===== src/rtl/fx_arb_if.sv =====
// Bundle of the two requesting masters' handshakes and the shared fx bus.
// The slave modport faces the arbiter; the master modport faces requesters and the fx bus model.
interface fx_arb_if;
  logic        m0_req;
  logic        m1_req;
  logic        m0_we;
  logic        m1_we;
  logic [15:0] m0_addr;
  logic [15:0] m1_addr;
  logic [7:0]  m0_wdata;
  logic [7:0]  m1_wdata;
  logic        m0_ack;
  logic        m1_ack;
  logic [7:0]  m0_rdata;
  logic [7:0]  m1_rdata;
  logic [15:0] fx_waddr;
  logic [7:0]  fx_data;
  logic        fx_wr;
  logic [15:0] fx_raddr;
  logic        fx_rd;
  logic [7:0]  fx_q;
  logic        busy;
  logic        owner;

  modport slave (
    input  m0_req, m1_req, m0_we, m1_we, m0_addr, m1_addr, m0_wdata, m1_wdata, fx_q,
    output m0_ack, m1_ack, m0_rdata, m1_rdata, fx_waddr, fx_data, fx_wr, fx_raddr, fx_rd,
           busy, owner
  );

  modport master (
    output m0_req, m1_req, m0_we, m1_we, m0_addr, m1_addr, m0_wdata, m1_wdata, fx_q,
    input  m0_ack, m1_ack, m0_rdata, m1_rdata, fx_waddr, fx_data, fx_wr, fx_raddr, fx_rd,
           busy, owner
  );
endinterface


===== src/rtl/fx_arb.sv =====
// Two-master round-robin arbiter onto the fx bus: one transaction at a time,
// single-cycle write strobe, read strobe followed by an RD_LAT-cycle wait for fx_q.
module fx_arb #(
  parameter int RD_LAT = 2
) (
  input  logic      clk_sys,
  input  logic      rst_n,
  fx_arb_if.slave   bus
);

  typedef enum logic [2:0] {IDLE, WR, RD, WAIT, ACK} state_e;

  localparam logic [2:0] CNT_INIT = 3'(RD_LAT - 1);

  state_e      state_q;
  logic [2:0]  cnt_q;
  logic        rr_q;
  logic        owner_q;
  logic        busy_q;
  logic        fx_wr_q;
  logic        fx_rd_q;
  logic [15:0] fx_waddr_q;
  logic [15:0] fx_raddr_q;
  logic [7:0]  fx_data_q;
  logic        ack0_q;
  logic        ack1_q;
  logic [7:0]  rdata0_q;
  logic [7:0]  rdata1_q;

  logic        req_any_d;
  logic        owner_d;
  logic        sel_we_d;
  logic [15:0] sel_addr_d;
  logic [7:0]  sel_wdata_d;

  // rr_q holds the last-served master; on a tie the other one wins.
  always_comb begin
    req_any_d = bus.m0_req | bus.m1_req;
    owner_d   = 1'b0;
    if (bus.m0_req && bus.m1_req) begin
      owner_d = ~rr_q;
    end else if (bus.m1_req) begin
      owner_d = 1'b1;
    end
    sel_we_d    = owner_d ? bus.m1_we    : bus.m0_we;
    sel_addr_d  = owner_d ? bus.m1_addr  : bus.m0_addr;
    sel_wdata_d = owner_d ? bus.m1_wdata : bus.m0_wdata;
  end

  always_ff @(posedge clk_sys or negedge rst_n) begin
    if (!rst_n) begin
      state_q    <= IDLE;
      cnt_q      <= 3'd0;
      rr_q       <= 1'b1;
      owner_q    <= 1'b0;
      busy_q     <= 1'b0;
      fx_wr_q    <= 1'b0;
      fx_rd_q    <= 1'b0;
      fx_waddr_q <= 16'h0000;
      fx_raddr_q <= 16'h0000;
      fx_data_q  <= 8'h00;
      ack0_q     <= 1'b0;
      ack1_q     <= 1'b0;
      rdata0_q   <= 8'h00;
      rdata1_q   <= 8'h00;
    end else begin
      fx_wr_q <= 1'b0;
      fx_rd_q <= 1'b0;
      ack0_q  <= 1'b0;
      ack1_q  <= 1'b0;
      case (state_q)
        IDLE: begin
          // Strobes are loaded on the grant edge so they line up with the WR/RD state.
          if (req_any_d) begin
            owner_q <= owner_d;
            busy_q  <= 1'b1;
            if (sel_we_d) begin
              state_q    <= WR;
              fx_wr_q    <= 1'b1;
              fx_waddr_q <= sel_addr_d;
              fx_data_q  <= sel_wdata_d;
            end else begin
              state_q    <= RD;
              fx_rd_q    <= 1'b1;
              fx_raddr_q <= sel_addr_d;
            end
          end
        end
        WR: begin
          state_q <= ACK;
          ack0_q  <= ~owner_q;
          ack1_q  <= owner_q;
        end
        RD: begin
          state_q <= WAIT;
          cnt_q   <= CNT_INIT;
        end
        WAIT: begin
          // cnt_q reaches zero exactly RD_LAT cycles after the fx_rd cycle.
          if (cnt_q == 3'd0) begin
            state_q <= ACK;
            ack0_q  <= ~owner_q;
            ack1_q  <= owner_q;
            if (owner_q) begin
              rdata1_q <= bus.fx_q;
            end else begin
              rdata0_q <= bus.fx_q;
            end
          end else begin
            cnt_q <= cnt_q - 3'd1;
          end
        end
        ACK: begin
          state_q <= IDLE;
          busy_q  <= 1'b0;
          rr_q    <= owner_q;
        end
        default: begin
          state_q <= IDLE;
          busy_q  <= 1'b0;
        end
      endcase
    end
  end

  assign bus.m0_ack   = ack0_q;
  assign bus.m1_ack   = ack1_q;
  assign bus.m0_rdata = rdata0_q;
  assign bus.m1_rdata = rdata1_q;
  assign bus.fx_waddr = fx_waddr_q;
  assign bus.fx_data  = fx_data_q;
  assign bus.fx_wr    = fx_wr_q;
  assign bus.fx_raddr = fx_raddr_q;
  assign bus.fx_rd    = fx_rd_q;
  assign bus.busy     = busy_q;
  assign bus.owner    = owner_q;

endmodule


===== src/flat_wrapper.sv =====
// flat-port wrapper written by rule: the top's interface ports become plain ports
module fx_arb_flat 
#(
  parameter int RD_LAT = 2
)
  (clk_sys, rst_n, bus_m0_req, bus_m1_req, bus_m0_we, bus_m1_we, bus_m0_addr, bus_m1_addr, bus_m0_wdata, bus_m1_wdata, bus_fx_q, bus_m0_ack, bus_m1_ack, bus_m0_rdata, bus_m1_rdata, bus_fx_waddr, bus_fx_data, bus_fx_wr, bus_fx_raddr, bus_fx_rd, bus_busy, bus_owner);
  fx_arb_if bus_i ();
  input  logic clk_sys;
  input  logic rst_n;
  input wire logic [$bits(bus_i.m0_req)-1:0] bus_m0_req;
  input wire logic [$bits(bus_i.m1_req)-1:0] bus_m1_req;
  input wire logic [$bits(bus_i.m0_we)-1:0] bus_m0_we;
  input wire logic [$bits(bus_i.m1_we)-1:0] bus_m1_we;
  input wire logic [$bits(bus_i.m0_addr)-1:0] bus_m0_addr;
  input wire logic [$bits(bus_i.m1_addr)-1:0] bus_m1_addr;
  input wire logic [$bits(bus_i.m0_wdata)-1:0] bus_m0_wdata;
  input wire logic [$bits(bus_i.m1_wdata)-1:0] bus_m1_wdata;
  input wire logic [$bits(bus_i.fx_q)-1:0] bus_fx_q;
  output wire logic [$bits(bus_i.m0_ack)-1:0] bus_m0_ack;
  output wire logic [$bits(bus_i.m1_ack)-1:0] bus_m1_ack;
  output wire logic [$bits(bus_i.m0_rdata)-1:0] bus_m0_rdata;
  output wire logic [$bits(bus_i.m1_rdata)-1:0] bus_m1_rdata;
  output wire logic [$bits(bus_i.fx_waddr)-1:0] bus_fx_waddr;
  output wire logic [$bits(bus_i.fx_data)-1:0] bus_fx_data;
  output wire logic [$bits(bus_i.fx_wr)-1:0] bus_fx_wr;
  output wire logic [$bits(bus_i.fx_raddr)-1:0] bus_fx_raddr;
  output wire logic [$bits(bus_i.fx_rd)-1:0] bus_fx_rd;
  output wire logic [$bits(bus_i.busy)-1:0] bus_busy;
  output wire logic [$bits(bus_i.owner)-1:0] bus_owner;
  assign bus_i.m0_req = bus_m0_req;
  assign bus_i.m1_req = bus_m1_req;
  assign bus_i.m0_we = bus_m0_we;
  assign bus_i.m1_we = bus_m1_we;
  assign bus_i.m0_addr = bus_m0_addr;
  assign bus_i.m1_addr = bus_m1_addr;
  assign bus_i.m0_wdata = bus_m0_wdata;
  assign bus_i.m1_wdata = bus_m1_wdata;
  assign bus_i.fx_q = bus_fx_q;
  assign bus_m0_ack = bus_i.m0_ack;
  assign bus_m1_ack = bus_i.m1_ack;
  assign bus_m0_rdata = bus_i.m0_rdata;
  assign bus_m1_rdata = bus_i.m1_rdata;
  assign bus_fx_waddr = bus_i.fx_waddr;
  assign bus_fx_data = bus_i.fx_data;
  assign bus_fx_wr = bus_i.fx_wr;
  assign bus_fx_raddr = bus_i.fx_raddr;
  assign bus_fx_rd = bus_i.fx_rd;
  assign bus_busy = bus_i.busy;
  assign bus_owner = bus_i.owner;
  fx_arb #(.RD_LAT(RD_LAT)) u_core (.clk_sys(clk_sys), .rst_n(rst_n), .bus(bus_i));
endmodule

===== config.mk =====
export PLATFORM = sky130hd
export DESIGN_NAME = fx_arb_flat
export DESIGN_NICKNAME = d
export VERILOG_FILES = /design/src/rtl/fx_arb_if.sv /design/src/rtl/fx_arb.sv /design/src/flat_wrapper.sv
export SDC_FILE = /design/constraint.sdc
export NUM_CORES = 1
export LEC_CHECK = 0
export BUFFER_PORTS_ARGS = -buffer_cell sky130_fd_sc_hd__buf_2
export CAP_MARGIN = 20
export CORE_ASPECT_RATIO = 1.1
export CORE_UTILIZATION = 52
export DETAILED_ROUTE_END_ITERATION = 8
export PLACE_DENSITY = 0.86
export SETUP_SLACK_MARGIN = 0.15
export SYNTH_ARGS = -nofsm -noshare
export SYNTH_HDL_FRONTEND = slang
export SYNTH_SLANG_ARGS = --single-unit

===== constraint.sdc =====
create_clock -name clk_sys -period 5.35 [get_ports clk_sys]
set_input_delay 0 -clock clk_sys [delete_from_list [all_inputs] [get_ports clk_sys]]
set_output_delay 0 -clock clk_sys [all_outputs]
set_load 0.03 [all_outputs]

# --- Yosys cells after proc, flatten, opt, wreduce, memory -nomap -nowiden ---
# Cells that the tools add are included.
totals:
  in_bits: 62
  out_inout_bits: 62
  regBits: 69
  wordCells: 63
op_classes:
  n_bitwise: 5
  n_addsub: 1
  reduce_logical: 13
  n_mux: 23
  eq_ne: 7
op_table:
  columns: ["op", "n"]
  rows:
  - ["$mux 16", 1]
  - ["$mux 1", 12]
  - ["$pmux 3 s4", 1]
  - ["$reduce_and 3->1", 4]
  - ["$mux 3", 3]
  - ["$mux 8", 1]
  - ["$reduce_and 2->1", 4]
  - ["$eq 3x2->1 const B", 2]
  - ["$logic_not 3->1", 2]
  - ["$pmux 1 s2", 3]
  - ["$pmux 3 s2", 1]
  - ["$ne 2x1->1 const B", 2]
  - ["$not 1->1", 4]
  - ["$eq 3x1->1 const B", 1]
  - ["$eq 3x3->1 const B", 1]
  - ["$reduce_or 3->1", 1]
  - ["$sub 3x1->3 const B", 1]
  - ["$mux 2", 1]
  - ["$ne 2x2->1 const B", 1]
  - ["$reduce_bool 2->1", 1]
  - ["$logic_and 1x1->1", 1]
  - ["$or 1x1->1", 1]

# --- Logic depth before layout (Yosys ltp) ---
logic_depth:
  word_depth: 6
  ltp_mapped: 6
  mapped_depth_nobuf: 6

# --- Least setup slack after synthesis ---
# OpenSTA, ideal clock, no wires.
synth_timing:
  path_kind: "register to register"
  from: "register u_core.state_q[1]"
  to: "register u_core.fx_data_q[7], in the netlist u_core.bus.fx_data[7]"
  n_path_buf: 2
  period_less_slack_ps: 1747
  stages_incl_launch_ff: 7
  t_required_ps: 5225
  path_slack_ps: 3603
  setup_ps: 125
  t_arrival_ps: 1622
  cell_sequence: "dfrtp_1 buf_4 nor3_4 o21ai_0 nor2_4 buf_6 mux2_2"
synth_via:
  elab_chain_len: 2
synth_lines:
  columns: ["item", "line_no", "source"]
  rows:
  - ["from (decl)", "fx_arb.sv:15", "state_e state_q;"]
  - ["from (signal assigned)", "fx_arb.sv:52", "state_q <= IDLE;"]
  - ["from (signal assigned)", "fx_arb.sv:78", "state_q <= WR;"]
  - ["from (signal assigned)", "fx_arb.sv:83", "state_q <= RD;"]
  - ["$logic_not 3->1", "fx_arb.sv:71", "case (state_q)"]
  - ["$reduce_and 3->1 (no source line)", null, null]
  - ["to (signal assigned)", "fx_arb.sv:81", "fx_data_q <= sel_wdata_d;"]
  - ["to (decl)", "fx_arb.sv:24", "logic [7:0] fx_data_q;"]
# No other way between the ends.
# A chain may end at the register's enable or synchronous reset.

# --- Worst setup path after layout ---
layout_timing:
  from: "register u_core.rr_q"
  to: "register u_core.fx_data_q[2], in the netlist u_core.bus.fx_data[2]"
layout_via:
  elab_chain_len: 4
  word_cells_on_any_way: 5
  classes_between: "mux: 3; bitwise: 1; reduce/logical: 1"
layout_lines:
  columns: ["item", "line_no", "source"]
  rows:
  - ["from (decl)", "fx_arb.sv:17", "logic rr_q;"]
  - ["from (signal assigned)", "fx_arb.sv:116", "rr_q <= owner_q;"]
  - ["$not 1->1 *", "fx_arb.sv:41", "owner_d = ~rr_q;"]
  - ["$mux 1 *", "fx_arb.sv:40", "if (bus.m0_req && bus.m1_req) begin"]
  - ["$mux 1", "fx_arb.sv:45", "sel_we_d = owner_d ? bus.m1_we : bus.m0_we;"]
  - ["$reduce_and 3->1 (no source line)", null, null]
# Mark *: on every way between the ends. The rest lies on a longest branch, timed or not.

==> results.cfg <==
[global_route]
grt_max_degree = 70
grt-busiest-layer = met2
grt_overflow = 0
grt_first_pass_wirelength_mm = 10.13
grt_util_met3_pct = 7.039
first_global_vias = 2208
grtUsageMet2_pct = 40.54
track_usage_pct = 22.78
grtUsageMet1_pct = 24.47
antenna_found_initial = 0

[worst_setup_path]
crit_arrival_ns = 2.71
cp_cell_sequence = a21boi_4 -> mux2i_4 -> nor2_4 -> mux2_2
cp_max_fo = 27
cp.required_ns = 5.57
path_class = reg -> reg
end_kind = flip-flop
reg2reg_slack_ns = 2.85
startpoint_type = flip-flop
cpMaxStageDelayCell = a21boi_4
max_stage_delay_ns = 0.72

[synth]
synth-seq-area-share_pct = 56.78
yosysTopAreaCell = dfrtp_1
yosys_register_bits = 69
synth_top_flop_cell = dfrtp_1
avgSynthCellArea_sq_um = 15.06
syn-cell-area_sq_um = 3043
synth-edff-count = 0
postSynthCellCount = 202
synth_async_sr_flop_share_pct = 100.0
synthTopCellsByCount = mux2_2 (71), dfrtp_1 (68), mux2_4 (9)
synthTopCellsByArea = dfrtp_1 (56%), mux2_2 (26%), mux2_4 (4.4%)
yosys.area.top_type_share_pct = 55.92
synth_nets = 266
yosysMostFrequentCell = mux2_2
yosys_warnings = 0
synth_cell_types = 30

[placement]
dp.final_hpwl_mm = 4.465
port_buffers = 123
gp_congestion = 0.7952
dp_cells = 394

[cts]
cts_setup_buffers = 0
cts-htree-levels = 3
clockBufferDepth = 2
cts_tree = built
cts.clk_slew.worst_paths_ns = 0.08
cts.sinks = 69
clk_latency_ns = 0.34
cts_buffers = 9
cts-root-buf = clkbuf_8

[final_layout]
nNetsFinal = 403
antennaDiodeCount = 0
fin_cells = 419
drive_above_1_share_pct = 65.99
area_growth_pct = 32.85

[detailed_routing]
wl_per_cell_microns = 15.19
drt_iter0_markers = 57
routed_wl_mm = 6.366
dr.pass1.iters = 4
vias = 2143
ant_nets = 0
route.detailed.drc = 0
viasPerCell = 5.115

[sta]
min_period_ns = 2.496
finalClockSkew_ns = 0.01303
maxSlewViolCount = 0
rsz0062_at_grt = false
finalSetupTns_ns = 0
relSlewSlack_pct = 37.78
tightest_slew_ns = 0.9310
final_hold_viol_count = 0
fmax_mhz = 400.7
setup_viol = 0
fin_crit_sh_pct = 46.65

[die]
ios = 124
num_rows = 28
die_h_microns = 82.23
start_util_pct = 55.32
dieArea_sq_um = 6162
die_width_microns = 74.94
core_area_sq_um = 5500

[worst_hold_path]
hold_class = in -> reg

[pwr]
power.total_uw = 2719
clockPowerShare_pct = 18.9
p_int_uw = 1579
p_switching_uw = 1140
swShare_pct = 41.93
p_seq_share_pct = 34.5
vdd.ir_drop.worst_v = 0.0004277
p_comb_share_pct = 46.6
leakagePower_uw = 0.001997
p_per_area_nw_per_um2 = 672.5

[outcome]
status = finished clean

[flow_run]
cap_violations = 0
## through the flow
stage	area, sq um	utilization [%]	hold slack, ns	setup WS (ns)
detailed placement	3706	67.38	0.2459	2.809
floorplan	3043	-	-0.2956	3.603
global placement	3706	67.38	0.2273	2.924
CTS	4043	73.50	0.01270	2.797
finish	4043	73.50	0.02391	2.854
global route	4043	73.50	0.01622	2.643
## critical path: cells and delay by family (launching register included)
family	cells	cell delay [ns]
AOI/OAI and AO/OA	1	0.72
DFF	1	0.40
muxes	2	0.61
and+or+nand+nor	1	0.64
## timing repair
action | in CTS | in global routing
resized for setup | 0 | 0
hold buffers | 9 | 0
endpoints found under the hold margin | 84 | 0
## path summary, 6_finish.rpt
check                                              from                 endpoint  cells past startpoint
max in group asynchronous                         rst_n          u_core.cnt_q[1]                      3
worst min register to register  u_core.bus.fx_waddr[12]  u_core.bus.fx_waddr[12]                      1
worst max-delay path                        u_core.rr_q    u_core.bus.fx_data[2]                      4
worst min-delay path                    bus_m0_wdata[5]    u_core.bus.fx_data[5]                      3
min in group asynchronous                         rst_n  u_core.bus.fx_raddr[10]                      3
worst max register to register              u_core.rr_q    u_core.bus.fx_data[2]                      4
## flip-flops by register name, indices dropped and copies added, names as in the netlist
signal / count
u_core.bus.m1_ack: 1
u_core.bus.fx_raddr: 16
u_core.bus.owner: 1
u_core.bus.fx_rd: 1
u_core.bus.fx_data: 8
u_core.bus.busy: 1
u_core.bus.fx_waddr: 16
u_core.bus.m1_rdata: 8
u_core.cnt_q: 3
u_core.bus.m0_rdata: 8
u_core.state_q: 3
u_core.bus.m0_ack: 1
u_core.bus.fx_wr: 1
u_core.rr_q: 1
## per-layer routing
layer  share of wire, %  wire, microns
met2                 52           3307
met4                1.3             84
met5                  0              0
met1                 40           2570
met3                6.3            403
## power by group through the flow
stage / combinational (uW) / clock (uW) / sequential (uW)
2_1_floorplan: 466 / 0 / 1390
3_5_place_dp: 1270 / 0 / 944
5_1_grt: 1350 / 542 / 974
6_report: 1270 / 513 / 938
4_1_cts: 1280 / 522 / 939
3_3_place_gp: 1230 / 0 / 934
## area by class of cell
type                       count  area (sq um)
clock buffer                   9         123.9
clock inverter                 7         122.6
fill                         397          1458
inverter                       6         22.52
multi-input combinational    120          1239
sequential                    69          1728
tap                           75         93.84
timing repair buffer         133         713.2
## kinds of logic (layout without fill, tap and decap cells)
group | Yosys count | in the layout | synth area share (%)
adders and majority gates | 2 | 2 | 0.8222
xor gates and xnor gates | 1 | 1 | 0.2879
muxes | 82 | 82 | 31.83
DFF | 69 | 69 | 56.78
AOI/OAI and AO/OA | 14 | 14 | 2.714
and+or+nand+nor | 21 | 21 | 4.811
buffers and inverters | 13 | 155 | 2.755
## cells in the final DEF (no fill, tap or decap), types with 2 or more instances in the layout
master	count
clkinvlp_4	2
o21ai_0	4
buf_2	123
mux2_4	9
bufinv_16	3
nand3_1	2
nand2_1	5
nor2_1	4
clkbuf_8	9
a21oi_1	7
inv_1	6
dlygate4sd3_1	9
mux2_2	71
ha_1	2
nand2b_1	2
dfrtp_1	68
Power figures use the tool's default switching activity.
